$ cat src/rtl/booth_mult_seq.sv
// Sequential radix-2 Booth signed multiplier with start/done handshake.
// Optional macro BOOTH_ZERO_SKIP_EN: a zero operand bypasses RUN and finishes in one cycle.
module booth_mult_seq #(
    parameter int W = 4
) (
    input  logic           clk,
    input  logic           rst,
    input  logic           start,
    input  logic [W-1:0]   multiplicand,
    input  logic [W-1:0]   multiplier,
    output logic           busy,
    output logic           done,
    output logic [2*W-1:0] product
);

    localparam int CW = $clog2(W + 1);
    localparam logic [CW-1:0] CNT_INIT = CW'(W);

    typedef enum logic [1:0] {
        IDLE,
        RUN,
        DONE
    } state_t;

    state_t        state;
    logic [W:0]    acc;
    logic [W:0]    mr;
    logic [W-1:0]  qr;
    logic          q_m1;
    logic [CW-1:0] cnt;

    logic          add_op;
    logic          sub_op;
    logic [W:0]    operand_b;
    logic [W:0]    sum;
    logic          carry;
    logic [W:0]    step;
    logic [W:0]    acc_sh;
    logic [W-1:0]  qr_sh;
    logic [CW-1:0] cnt_next;
    logic          skip;

`ifdef BOOTH_ZERO_SKIP_EN
    assign skip = (multiplicand == '0) || (multiplier == '0);
`else
    assign skip = 1'b0;
`endif

    // Subtraction reuses the adder as ACC + ~MR + 1, with the +1 entering as carry-in.
    always_comb begin
        add_op    = ({qr[0], q_m1} == 2'b01);
        sub_op    = ({qr[0], q_m1} == 2'b10);
        operand_b = sub_op ? ~mr : mr;
        sum       = '0;
        carry     = sub_op;
        for (int i = 0; i <= W; i++) begin
            sum[i] = acc[i] ^ operand_b[i] ^ carry;
            carry  = (acc[i] & operand_b[i]) | (carry & (acc[i] ^ operand_b[i]));
        end
        step     = (add_op || sub_op) ? sum : acc;
        acc_sh   = {step[W], step[W:1]};
        qr_sh    = {step[0], qr[W-1:1]};
        cnt_next = cnt - 1'b1;
    end

    always_ff @(posedge clk) begin
        if (rst) begin
            state   <= IDLE;
            busy    <= 1'b0;
            done    <= 1'b0;
            product <= '0;
            acc     <= '0;
            mr      <= '0;
            qr      <= '0;
            q_m1    <= 1'b0;
            cnt     <= '0;
        end else begin
            case (state)
                IDLE: begin
                    done <= 1'b0;
                    if (start && skip) begin
                        state   <= DONE;
                        done    <= 1'b1;
                        product <= '0;
                    end else if (start) begin
                        state <= RUN;
                        busy  <= 1'b1;
                        acc   <= '0;
                        mr    <= {multiplicand[W-1], multiplicand};
                        qr    <= multiplier;
                        q_m1  <= 1'b0;
                        cnt   <= CNT_INIT;
                    end
                end
                RUN: begin
                    acc  <= acc_sh;
                    qr   <= qr_sh;
                    q_m1 <= qr[0];
                    cnt  <= cnt_next;
                    if (cnt_next == '0) begin
                        state   <= DONE;
                        busy    <= 1'b0;
                        done    <= 1'b1;
                        product <= {acc_sh[W-1:0], qr_sh};
                    end
                end
                DONE: begin
                    done  <= 1'b0;
                    state <= IDLE;
                end
                default: begin
                    state <= IDLE;
                    busy  <= 1'b0;
                    done  <= 1'b0;
                end
            endcase
        end
    end

endmodule

$ cat config.mk
export PLATFORM = sky130hd
export DESIGN_NAME = booth_mult_seq
export DESIGN_NICKNAME = d
export VERILOG_FILES = /design/src/rtl/booth_mult_seq.sv
export SDC_FILE = /design/constraint.sdc
export NUM_CORES = 1
export LEC_CHECK = 0
export ABC_AREA = 1
export BUFFER_PORTS_ARGS = -buffer_cell sky130_fd_sc_hd__buf_2
export CAP_MARGIN = 20
export CORE_MARGIN = 3
export CORE_UTILIZATION = 46
export CTS_CLUSTER_DIAMETER = 80
export DETAILED_ROUTE_END_ITERATION = 6
export GPL_ROUTABILITY_DRIVEN = 0
export GPL_TIMING_DRIVEN = 0
export PLACE_DENSITY = 0.75
export SYNTH_ARGS = -nofsm -noshare
export SYNTH_HDL_FRONTEND = slang
export SYNTH_SLANG_ARGS = --single-unit
$ cat constraint.sdc
create_clock -name clk -period 3.1 [get_ports clk]
set_clock_uncertainty 0.2 [all_clocks]
set_input_delay 0.62 -clock clk [delete_from_list [all_inputs] [get_ports clk]]
set_output_delay 0.62 -clock clk [all_outputs]
set_load 0.01 [all_outputs]
## Word level (Yosys, flattened, before mapping)

Index checks and enable logic that the tools add are counted.

| storage, ports and cells | value |
|---|---|
| register bits | 29 |
| output and inout bits | 10 |
| word-level logic and storage cells | 67 |

| cells by class | value |
|---|---|
| equal/unequal tests | 6 |
| reduce and logical (&&, ||, !) cells | 10 |
| add/sub/neg operators | 1 |
| muxes and demuxes | 16 |
| bitwise operators | 25 |

Operators by type and width:

| kind | count |
|---|---|
| 5-bit 2-to-1 mux | 3 |
| 5-bit one-hot mux with 2 select lines | 1 |
| 1-bit bitwise XOR | 10 |
| 1-bit bitwise AND | 8 |
| 4-bit one-hot mux with 2 select lines | 1 |
| 2-bit AND reduction | 4 |
| 3-bit one-hot mux with 2 select lines | 1 |
| 5-bit inverter | 1 |
| 2-bit by 1-bit == test with 1-bit output (second input constant) | 2 |
| 2-bit == test (second input constant) | 2 |
| 2-bit 2-to-1 mux | 2 |
| 4-bit 2-to-1 mux | 1 |
| 2-bit inequality test (second input constant) | 2 |
| 1-bit OR | 4 |
| 2-bit one-hot mux with 2 select lines | 1 |
| 3-bit logical NOT | 1 |
| 1-bit 2-to-1 mux | 3 |
| 3-bit 2-to-1 mux | 1 |
| 1-bit one-hot mux with 3 select lines | 1 |
| 3-bit AND reduction | 1 |
| 3-bit by 1-bit subtractor with 3-bit output (second input constant) | 1 |
| 2-bit logical NOT | 1 |
| 1-bit inverter | 2 |
| 1-bit one-hot mux with 2 select lines | 1 |
| 3 further kinds | 3 |

## Longest topological paths before layout

Gate-level depths: netlist of run 1.

| logic depth | value |
|---|---|
| word-level depth | 14 |
| gate-level depth with buffers | 13 |
| gate-level depth less buffers | 13 |

## Worst setup path after synthesis of run 1

OpenSTA, ideal clock, no wires.

| timing | value |
|---|---|
| path kind | register to register |
| start point | register qr[0] |
| end point | register product[6] |
| path buffers | 0 |
| period minus slack after synthesis | 2518 ps |
| setup time | 70 ps |
| cell stages (with the launch flop) | 12 |
| slack | 582 ps |
| arrival | 2248 ps |
| path through | dfxtp_1 ha_1 xor2_1 fa_1 inv_1 fa_1 fa_1 inv_1 nand2_1 a21oi_1 nand2_1 a21oi_1 |

| between the ends | value |
|---|---|
| word-level cells in the longest chain between the ends | 11 |

RTL lines:

| element | RTL line | source |
|---|---|---|
| start: declaration | 28 | `logic [W-1:0] qr;` |
| start signal: assignment | 90 | `qr <= multiplier;` |
| start signal: assignment | 97 | `qr <= qr_sh;` |
| 2-bit == test | 52 | `sub_op = ({qr[0], q_m1} == 2'b10);` |
| 5-bit 2-to-1 mux | 53 | `operand_b = sub_op ? ~mr : mr;` |
| 1-bit bitwise XOR | 58 | `carry = (acc[i] & operand_b[i]) \| (carry & (acc[i] ^ operand_b[i]));` |
| 1-bit bitwise AND | 58 |  |
| 1-bit OR | 58 |  |
| 1-bit bitwise AND | 58 |  |
| 1-bit OR | 58 |  |
| 1-bit bitwise AND | 58 |  |
| 1-bit OR | 58 |  |
| 1-bit bitwise XOR | 57 | `sum[i] = acc[i] ^ operand_b[i] ^ carry;` |
| 5-bit 2-to-1 mux (*) | 60 | `step = (add_op \|\| sub_op) ? sum : acc;` |
| end signal: assignment | 104 | `product <= {acc_sh[W-1:0], qr_sh};` |
| end: declaration | 13 | `output logic [2*W-1:0] product` |

Every way passes the cells marked *; elsewhere a longest branch is shown, timed or not.
A chain may end at the register's enable or synchronous reset.

## Worst setup path after layout of run 1

Ends and elaborated chain as after synthesis.

==> qor.yml, run 1 <==
run_status:
  status: "finished, final reports clean"
setup_path:
  cpMostUsedCell: "fa_1"
  slowest_delay_ns: 0.45
  rr_endpoint: "product[6]"
  critPathBufInv: 2
  timing.rr.start: "qr[0]"
  cp.depth: 11
  crit_end: "product[6]"
  worstSetupPathType: "reg -> reg"
  critPathMaxFanout: 4
  worstPathRequired_ns: 3.17
  cp_data_arrival_time_ns: 2.82
  reg2reg_slack_ns: 0.35
  critical_path.startpoint_type: "flop"
  path_cells: "ha_1 -> xor2_1 -> fa_1 -> inv_1 -> fa_1 -> fa_1 -> inv_1 -> nand2_1 -> a21oi_1 -> nand2_1 -> a21oi_1"
  cp-end-kind: "flop"
  r2r_cells: 11
  crit_path_top_delay_cell: "fa_1"
  crit_start: "qr[0]"
  path_delay_family: "adder cells"
clocking:
  hold_buffers: 0
  clk_pin_slew_ns: 0.14
  clk_path_buf_depth: 2
  clk_latency_ns: 0.32
  htreeDepth: 1
  cts_setup_buffers: 0
  cts_root_buf: "clkbuf_4"
  cts_buffers: 3
  cts_sinks: 28
  cts_resized: 0
  cts_tree: "yes"
sta:
  rsz0062_at_grt: "false"
  slew_headroom: 0.761
  maxSlewViolCount: 0
  setup_tns_ns: 0
  tightest_slew_ns: 0.357
  setup_violations: 0
  period_needed_ns: 2.75
  period_share: 0.887
  layout_setup_ws_ns: 0.349
  hold_violations: 0
  max_freq_mhz: 364
layout:
  antenna_cells: 0
  nFillCells: 258
  syn_to_final_growth_pct: 12.0
  drive_above_1_share: 0.156
  fin_nets: 225
routing:
  num_vias: 1192
  drtIter0Drc: 42
  routed_via_density: 5.07
  drtAntennaViolNets: 0
  drc: 0
  wl_per_cell_um: 11.3
  wl_mm: 2.66
  firstDrtPassIters: 4
pwr:
  power_density_nw_per_um2: 455
  sw_frac_of_total: 0.299
  p_comb_frac: 0.207
  ir_drop_mv: 0.403
  p_int_w: 0.000478
  power.share.sequential: 0.582
  clockPowerShare: 0.211
  p_total_w: 0.000683
  p_leak_nw: 0.719
  p_switching_w: 0.000204
logic_synthesis:
  syn-mean-instance-area_um2: 7.36
  syn_area_um2: 1340
  synth_seq_cells: 28
  ys_seq_area_frac: 0.418
  synthCells: 182
  ys_types: 21
  synth_nets: 200
  yosys_warnings: 0
die:
  core_um2: 2610
  die_height_um: 60.0
  die_width_um: 60.0
  die-area_um2: 3600
  ios: 21
  start_util: 0.513
  rows: 18
place:
  io_buffer_count: 20
  preCtsSetupSlack_ns: 0.388
  dp_hpwl_mm: 2.05
grt:
  grt_overflow: 0
  grt_pass1_wl_mm: 4.62
  grt_pass1_vias: 1103
  grt_max_degree: 15
  grtUsageTotal: 0.168
  grt_antenna_before_repair: 0
flow_run:
  maxCapViolCount: 0
worst_hold_path:
  hold_path_class: "reg -> reg"
-- power groups by stage --
stage / sequential, W / combinational, W / clock (W)
5_1_grt: 0.000401 / 0.000164 / 0.000162
3_5_place_dp: 0.000405 / 0.000141 / 0
3_3_place_gp: 0.000404 / 0.000135 / 0
6_report: 0.000397 / 0.000141 / 0.000144
4_1_cts: 0.000397 / 0.000142 / 0.000151
2_1_floorplan: 0.000403 / 0.000104 / 0
-- stage by stage --
step | instances | util | instance area (um2) | hold WS [ns]
floorplan | 182 | - | 1340 | 0.247
CTS | 235 | 0.574 | 1500 | 0.273
detailed placement | 232 | 0.566 | 1480 | 0.253
finish | 235 | 0.574 | 1500 | 0.270
global placement | 232 | 0.566 | 1480 | 0.235
global route | 235 | 0.574 | 1500 | 0.298
-- worst min-delay path by stage --
stage | start | endpoint | slack (ns) | cells after the start
after floorplan | cnt[0] | cnt[0] | 0.25 | 1
after global placement | done | done | 0.23 | 2
after detailed placement | product[6] | product[6] | 0.25 | 2
after CTS | product[6] | product[6] | 0.27 | 2
after global routing | product[6] | product[6] | 0.30 | 2
final | product[6] | product[6] | 0.27 | 2
-- kinds of logic after synthesis --
kind of cell               count (synthesis)  share of synthesized area
buffers and inverters                     31                     0.0915
xor gates and xnor gates                   3                     0.0196
AOI/OAI and AO/OA                         36                      0.142
and+or+nand+nor                           77                      0.241
DFF                                       28                      0.418
adders and majority gates                  7                     0.0878
-- worst min-delay path: stages, from the launching register on --
cell and delay (ns):
dfxtp_1 0.33, nand2_1 0.06, a21oi_1 0.05
-- final cells by class --
class                           instances  area, um2  area share
Tap cell                               30       37.5      0.0250
Multi-Input combinational cell        123        657       0.438
Buffer                                  3       15.0      0.0100
Inverter                               28        108      0.0717
Sequential cell                        28        561       0.374
Timing Repair Buffer                   20        100      0.0667
Clock buffer                            3       22.5      0.0150
-- state kept, by name, summed over array words and instances (netlist names) --
| signal | count |
|---|---|
| cnt | 3 |
| mr | 4 |
| q_m1 | 1 |
| qr | 4 |
| done | 1 |
| acc | 4 |
| state | 2 |
| busy | 1 |
| product | 8 |
-- cells in the mapped netlist --
master	number	area [um2]
a22oi_1	1	7.51
dfxtp_1	28	561
nand2_2	1	6.26
xnor2_1	2	17.5
o21ai_0	14	70.1
nor2_1	22	82.6
ha_1	3	37.5
inv_1	27	101
o21a_1	3	22.5
nand2_4	1	11.3
xor2_1	1	8.76
nand3_1	4	20.0
o21ai_1	2	10.0
nand2_1	46	173
nand3_4	1	17.5
or2_2	1	6.26
a21oi_1	16	80.1
nor2_2	1	6.26
fa_1	4	80.1
inv_4	1	6.26
buf_2	3	15.0
-- layout by cell type (no fill, tap or decap), drive strengths merged --
cell    instances
nand2          48
dfxtp          28
inv            28
buf            23
nor2           23
a21oi          16
o21ai          16
nand3           5
fa              4
o21a            3
ha              3
clkbuf          3
xnor2           2
xor2            1
or2             1
a22oi           1
-- layer usage --
layer  share of wire  global-route usage
met5               0                   0
met4          0.0053              0.0348
met3           0.044              0.0432
met2            0.50               0.282
met1            0.45               0.216
No activity file was read; power rests on OpenSTA's default activity.
==> run 2: changes to the inputs <==
- GPL_TIMING_DRIVEN: 0 -> 1
==> run 2 against run 1 <==
Via count down 2.3%. Sequential power hardly changed. Die area is the same. Wire length shrank 0.64%. Critical path type unchanged. Critical endpoint unchanged. Largest power group unchanged.
==> qor.yml, run 2 (same netlist as run 1, synthesis figures left out) <==
routing:
  num_vias: 1164  # was 1192
  wl_mm: 2.65  # was 2.66 mm
  drc: 0  # unchanged
  drtAntennaViolNets: 0  # unchanged
  routed_via_density: 4.97  # was 5.07
  drtIter0Drc: 47  # was 42
  wl_per_cell_um: 11.3  # about the same
  firstDrtPassIters: 4  # unchanged
sta:
  max_freq_mhz: 365  # was 364 MHz
  period_share: 0.883  # was 0.887
  period_needed_ns: 2.74  # was 2.75 ns
  tightest_slew_ns: 0.581  # was 0.357 ns
  rsz0062_at_grt: "false"  # unchanged
  setup_tns_ns: 0  # unchanged
  slew_headroom: 0.612  # was 0.761
  maxSlewViolCount: 0  # unchanged
  hold_violations: 0  # unchanged
  setup_violations: 0  # unchanged
worst_hold_path:
  min_delay_path_depth: 2  # unchanged
  hold_path_class: "reg -> reg"  # unchanged
  whs_endpoint: "product[5]"  # was product[6]
  hp-start: "product[5]"  # was product[6]
setup_path:
  critPathMaxFanout: 4  # unchanged
  worstPathRequired_ns: 3.19  # was 3.17 ns
  worstSetupPathType: "reg -> reg"  # unchanged
  reg2reg_slack_ns: 0.36  # was 0.35 ns
  cp_data_arrival_time_ns: 2.82  # about the same
  timing.rr.start: "qr[0]"  # unchanged
  r2r_cells: 11  # unchanged
  critical_path.startpoint_type: "flop"  # unchanged
  cp-end-kind: "flop"  # unchanged
  rr_endpoint: "product[6]"  # unchanged
clocking:
  cts_root_buf: "clkbuf_4"  # unchanged
  cts_setup_buffers: 0  # unchanged
  clk_pin_slew_ns: 0.16  # was 0.14 ns
  cts_buffers: 3  # unchanged
  cts_resized: 0  # unchanged
  cts_tree: "yes"  # unchanged
  cts_sinks: 28  # unchanged
  clk_path_buf_depth: 2  # unchanged
  hold_buffers: 0  # unchanged
  htreeDepth: 1  # unchanged
  clk_latency_ns: 0.34  # was 0.32 ns
pwr:
  ir_drop_mv: 0.505  # was 0.403 mV
  p_leak_nw: 0.726  # was 0.719 nW
  clockPowerShare: 0.309  # was 0.211
  p_int_w: 0.000563  # was 0.000478 W
  power.share.sequential: 0.512  # was 0.582
  sw_frac_of_total: 0.274  # was 0.299
  p_comb_frac: 0.179  # was 0.207
  p_switching_w: 0.000213  # was 0.000204 W
  power_density_nw_per_um2: 510  # was 455 nW/um2
grt:
  grt_pass1_wl_mm: 4.51  # was 4.62 mm
  grt_pass1_vias: 1068  # was 1103
  grt-busiest-layer: "met2"  # unchanged
  grt.met3_usage: 0.0259  # was 0.0432
  grtUsageTotal: 0.166  # was 0.168
  grt_antenna_before_repair: 0  # unchanged
  grtUsageMet2: 0.282  # unchanged
  grt_max_degree: 22  # was 15
  grt_util_met1: 0.204  # was 0.216
  grt_overflow: 0  # unchanged
die:
  rows: 18  # unchanged
  ios: 21  # unchanged
  start_util: 0.513  # unchanged
  die-area_um2: 3600  # unchanged
  die_width_um: 60.0  # unchanged
  core_um2: 2610  # unchanged
  die_height_um: 60.0  # unchanged
layout:
  largest_reg_flops: 8  # unchanged
  layout_commonest_cell: "nand2_1"  # unchanged
  regMostFlops: "product"  # unchanged
  drive_above_1_share: 0.152  # was 0.156
  antenna_cells: 0  # unchanged
  layout_common_cells: "nand2_1 (46), dfxtp_1 (28), inv_1 (27)"  # unchanged
  multi_input_area_um2: 657  # unchanged
  instances_no_fill: 234  # was 235
  fin_nets: 223  # was 225
  nFillCells: 261  # was 258
  seq_area_um2: 561  # unchanged
  syn_to_final_growth_pct: 13.6  # was 12.0%
place:
  placedCellCount: 230  # was 232
  io_buffer_count: 20  # unchanged
  dp_hpwl_mm: 2.02  # was 2.05 mm
run_status:
  status: "finished, final reports clean"  # unchanged
flow_run:
  maxCapViolCount: 0  # unchanged
## run 2: area by class of cell
cell class,instances,share of cell area
clock inverters,1,0.0197
multi-input cells,123,0.431
repair buffers,21,0.0707
flip-flops and latches,28,0.368
well taps,30,0.0247
inverters,28,0.0707
clock buffers,3,0.0148
## run 2: worst max-delay path by stage
stage	cells after the start	endpoint	startpoint	slack, ns
3_5_place_dp	11	product[6]	qr[0]	0.39
5_1_grt	11	product[6]	qr[0]	0.06
4_1_cts	11	product[6]	qr[0]	0.36
2_1_floorplan	11	product[6]	qr[0]	0.58
6_report	11	product[6]	qr[0]	0.36
3_3_place_gp	11	product[6]	qr[0]	0.50
## run 2: critical path, stage by stage, from the launching register on
cell	delay, ns
dfxtp_1	0.39
ha_1	0.26
xor2_1	0.22
fa_1	0.20
inv_1	0.05
fa_1	0.41
fa_1	0.44
inv_1	0.06
nand2_1	0.05
a21oi_1	0.18
nand2_1	0.07
a21oi_1	0.14
## run 2: stage by stage
step / hold slack [ns] / utilization / worst slack (ns) / area, um2 / total power, W
after floorplan: 0.247 / - / 0.582 / 1340 / 0.000507
after global placement: 0.233 / 0.563 / 0.504 / 1470 / 0.000538
after detailed placement: 0.251 / 0.563 / 0.391 / 1470 / 0.000545
after CTS: 0.273 / 0.583 / 0.356 / 1520 / 0.000785
after global routing: 0.292 / 0.583 / 0.0561 / 1520 / 0.000823
final: 0.270 / 0.583 / 0.364 / 1520 / 0.000776
## run 2: power groups by stage
stage	Clock, W	Combinational, W	Sequential (W)
final	0.000240	0.000139	0.000397
after global routing	0.000261	0.000162	0.000400
after CTS	0.000248	0.000141	0.000397
after global placement	0	0.000134	0.000404
after detailed placement	0	0.000140	0.000405
after floorplan	0	0.000104	0.000403
## run 2: layer usage
| metal | wire length, um | up-vias |
|---|---|---|
| met2 | 1270 | 27 |
| met3 | 132 | 5 |
| li1 | - | 603 |
| met1 | 1210 | 529 |
| met4 | 41 | 0 |
| met5 | 0 | - |
==> run 3: changes to the inputs <==
- CELL_PAD_IN_SITES_DETAIL_PLACEMENT: unset -> 1
- CELL_PAD_IN_SITES_GLOBAL_PLACEMENT: unset -> 2
- CORE_UTILIZATION: 46 -> 31
- PLACE_DENSITY: 0.75 -> 0.85
- REMOVE_ABC_BUFFERS: unset -> 1
==> run 3 against run 2 <==
Register-to-register slack better by 0.04 ns. First-iteration DRC count up 4.3%. Via count up 3.8%. Utilization down 20 points. Critical path type unchanged.
==> qor.yml, run 3 (same netlist as run 1, synthesis figures left out) <==
run_status:
  status: "finished, final reports clean"  # unchanged
grt:
  grt_max_degree: 22  # unchanged
  grt_pass1_wl_mm: 5.71  # was 4.51 mm
  grt_overflow: 0  # unchanged
  grt_antenna_before_repair: 0  # unchanged
  grtUsageTotal: 0.140  # was 0.166
  grt_pass1_vias: 1263  # was 1068
die:
  core_um2: 4090  # was 2610 um2
  die-area_um2: 5150  # was 3600 um2
  ios: 21  # unchanged
  die_height_um: 71.7  # was 60.0 um
  start_util: 0.328  # was 0.513
  die_width_um: 71.7  # was 60.0 um
  rows: 23  # was 18
clocking:
  cts_buffers: 3  # unchanged
  cts_root_buf: "clkbuf_8"  # was clkbuf_4
  cts_sinks: 28  # unchanged
  cts_resized: 0  # unchanged
  clk_pin_slew_ns: 0.10  # was 0.16 ns
  cts_setup_buffers: 0  # unchanged
  cts_tree: "yes"  # unchanged
  clk_latency_ns: 0.28  # was 0.34 ns
  hold_buffers: 0  # unchanged
  clk_path_buf_depth: 2  # unchanged
  htreeDepth: 1  # unchanged
setup_path:
  worstSetupPathType: "reg -> reg"  # unchanged
  cp-end-kind: "flop"  # unchanged
  worstPathRequired_ns: 3.12  # was 3.19 ns
  crit_path_top_delay_cell: "fa_1"  # unchanged
  slowest_delay_ns: 0.45  # was 0.44 ns
  path_delay_family: "adder cells"  # unchanged
  path_cells: "inv_1 -> ha_1 -> xor2_1 -> fa_1 -> inv_1 -> fa_1 -> fa_1 -> inv_1 -> nand2_1 -> a21oi_1 -> nand2_1 -> a21oi_1"  # was ha_1 -> xor2_1 -> fa_1 -> inv_1 -> fa_1 -> fa_1 -> inv_1 -> nand2_1 -> a21oi_1 -> nand2_1 -> a21oi_1
  critical_path.startpoint_type: "flop"  # unchanged
  cp_data_arrival_time_ns: 2.72  # was 2.82 ns
  critPathMaxFanout: 4  # unchanged
  critPathBufInv: 3  # was 2
place:
  io_buffer_count: 20  # unchanged
  dp_hpwl_mm: 2.55  # was 2.02 mm
  placedCellCount: 250  # was 230
sta:
  period_share: 0.869  # was 0.883
  maxSlewViolCount: 0  # unchanged
  hold_violations: 0  # unchanged
  period_needed_ns: 2.69  # was 2.74 ns
  setup_violations: 0  # unchanged
  slew_headroom: 0.546  # was 0.612
  tightest_slew_ns: 0.680  # was 0.581 ns
  max_freq_mhz: 371  # was 365 MHz
  rsz0062_at_grt: "false"  # unchanged
  setup_tns_ns: 0  # unchanged
pwr:
  clockPowerShare: 0.352  # was 0.309
  sw_frac_of_total: 0.277  # was 0.274
  p_int_w: 0.000606  # was 0.000563 W
  p_leak_nw: 0.734  # was 0.726 nW
  power.share.sequential: 0.475  # was 0.512
  power_density_nw_per_um2: 534  # was 510 nW/um2
  p_switching_w: 0.000232  # was 0.000213 W
  p_comb_frac: 0.173  # was 0.179
  ir_drop_mv: 0.195  # was 0.505 mV
layout:
  nFillCells: 531  # was 261
  regMostFlops: "product"  # unchanged
  antenna_cells: 0  # unchanged
  layout_commonest_cell: "nand2_1"  # unchanged
  largest_reg_flops: 8  # unchanged
  post-route-util: 0.383  # was 0.583
  seq_area_um2: 561  # unchanged
  fin_nets: 223  # unchanged
  drive_above_1_share: 0.152  # unchanged
  layout_common_cells: "nand2_1 (46), dfxtp_1 (28), inv_1 (27)"  # unchanged
  multi_input_area_um2: 657  # unchanged
  syn_to_final_growth_pct: 16.9  # was 13.6%
  instances_no_fill: 254  # was 234
routing:
  drtAntennaViolNets: 0  # unchanged
  drc: 0  # unchanged
  num_vias: 1208  # was 1164
  routed_via_density: 4.76  # was 4.97
  wl_per_cell_um: 13.4  # was 11.3 um
  firstDrtPassIters: 4  # unchanged
  drtIter0Drc: 49  # was 47
  wl_mm: 3.41  # was 2.65 mm
worst_hold_path:
  hold_path_class: "reg -> reg"  # unchanged
flow_run:
  maxCapViolCount: 0  # unchanged
[run 3: cell count changes in the layout (fill, tap and decap cells not counted)]
cell	change
clkbuf_8	+3
clkbuf_4	-3
[run 3: metrics by stage]
step	hold WS (ns)	cell area (um2)	setup slack, ns	power [W]
global route	0.298	1570	0.223	0.000886
CTS	0.264	1570	0.361	0.000848
global placement	0.235	1500	0.485	0.000543
floorplan	0.247	1330	0.582	0.000505
finish	0.259	1570	0.406	0.000837
detailed placement	0.248	1500	0.381	0.000554
[run 3: worst register-to-register path, cell delays in order (launching register included)]
cell,delay [ns]
dfxtp_1,0.33
inv_1,0.06
ha_1,0.25
xor2_1,0.22
fa_1,0.19
inv_1,0.05
fa_1,0.41
fa_1,0.45
inv_1,0.07
nand2_1,0.05
a21oi_1,0.16
nand2_1,0.07
a21oi_1,0.14
[run 3: worst paths after layout]
path	startpoint	to	slack, ns	depth (start not counted)
hold / removal	done	done	0.26	2
setup / recovery	q_m1	product[6]	0.41	12
setup reg to reg	q_m1	product[6]	0.41	12
hold reg to reg	done	done	0.26	2
[run 3: area by class of cell]
type	count	share of cell area
clock buffers	3	0.0264
flip-flops and latches	28	0.358
multi-input cells	123	0.419
well taps	50	0.0399
clock inverters	1	0.0192
repair buffers	21	0.0687
inverters	28	0.0687
[run 3: power groups by stage]
stage | clock network, W | logic (W) | registers, W
finish | 0.000294 | 0.000145 | 0.000398
floorplan | 0 | 0.000102 | 0.000403
global placement | 0 | 0.000138 | 0.000405
detailed placement | 0 | 0.000148 | 0.000406
CTS | 0.000301 | 0.000149 | 0.000398
global route | 0.000316 | 0.000168 | 0.000401
[run 3: routing by layer]
metal / GRT usage / vias to the layer above / share of wire
li1: - / 603 / -
met5: 0 / - / 0
met4: 0.0376 / 0 / 0.0056
met2: 0.257 / 11 / 0.54
met3: 0.0337 / 2 / 0.029
met1: 0.161 / 592 / 0.43
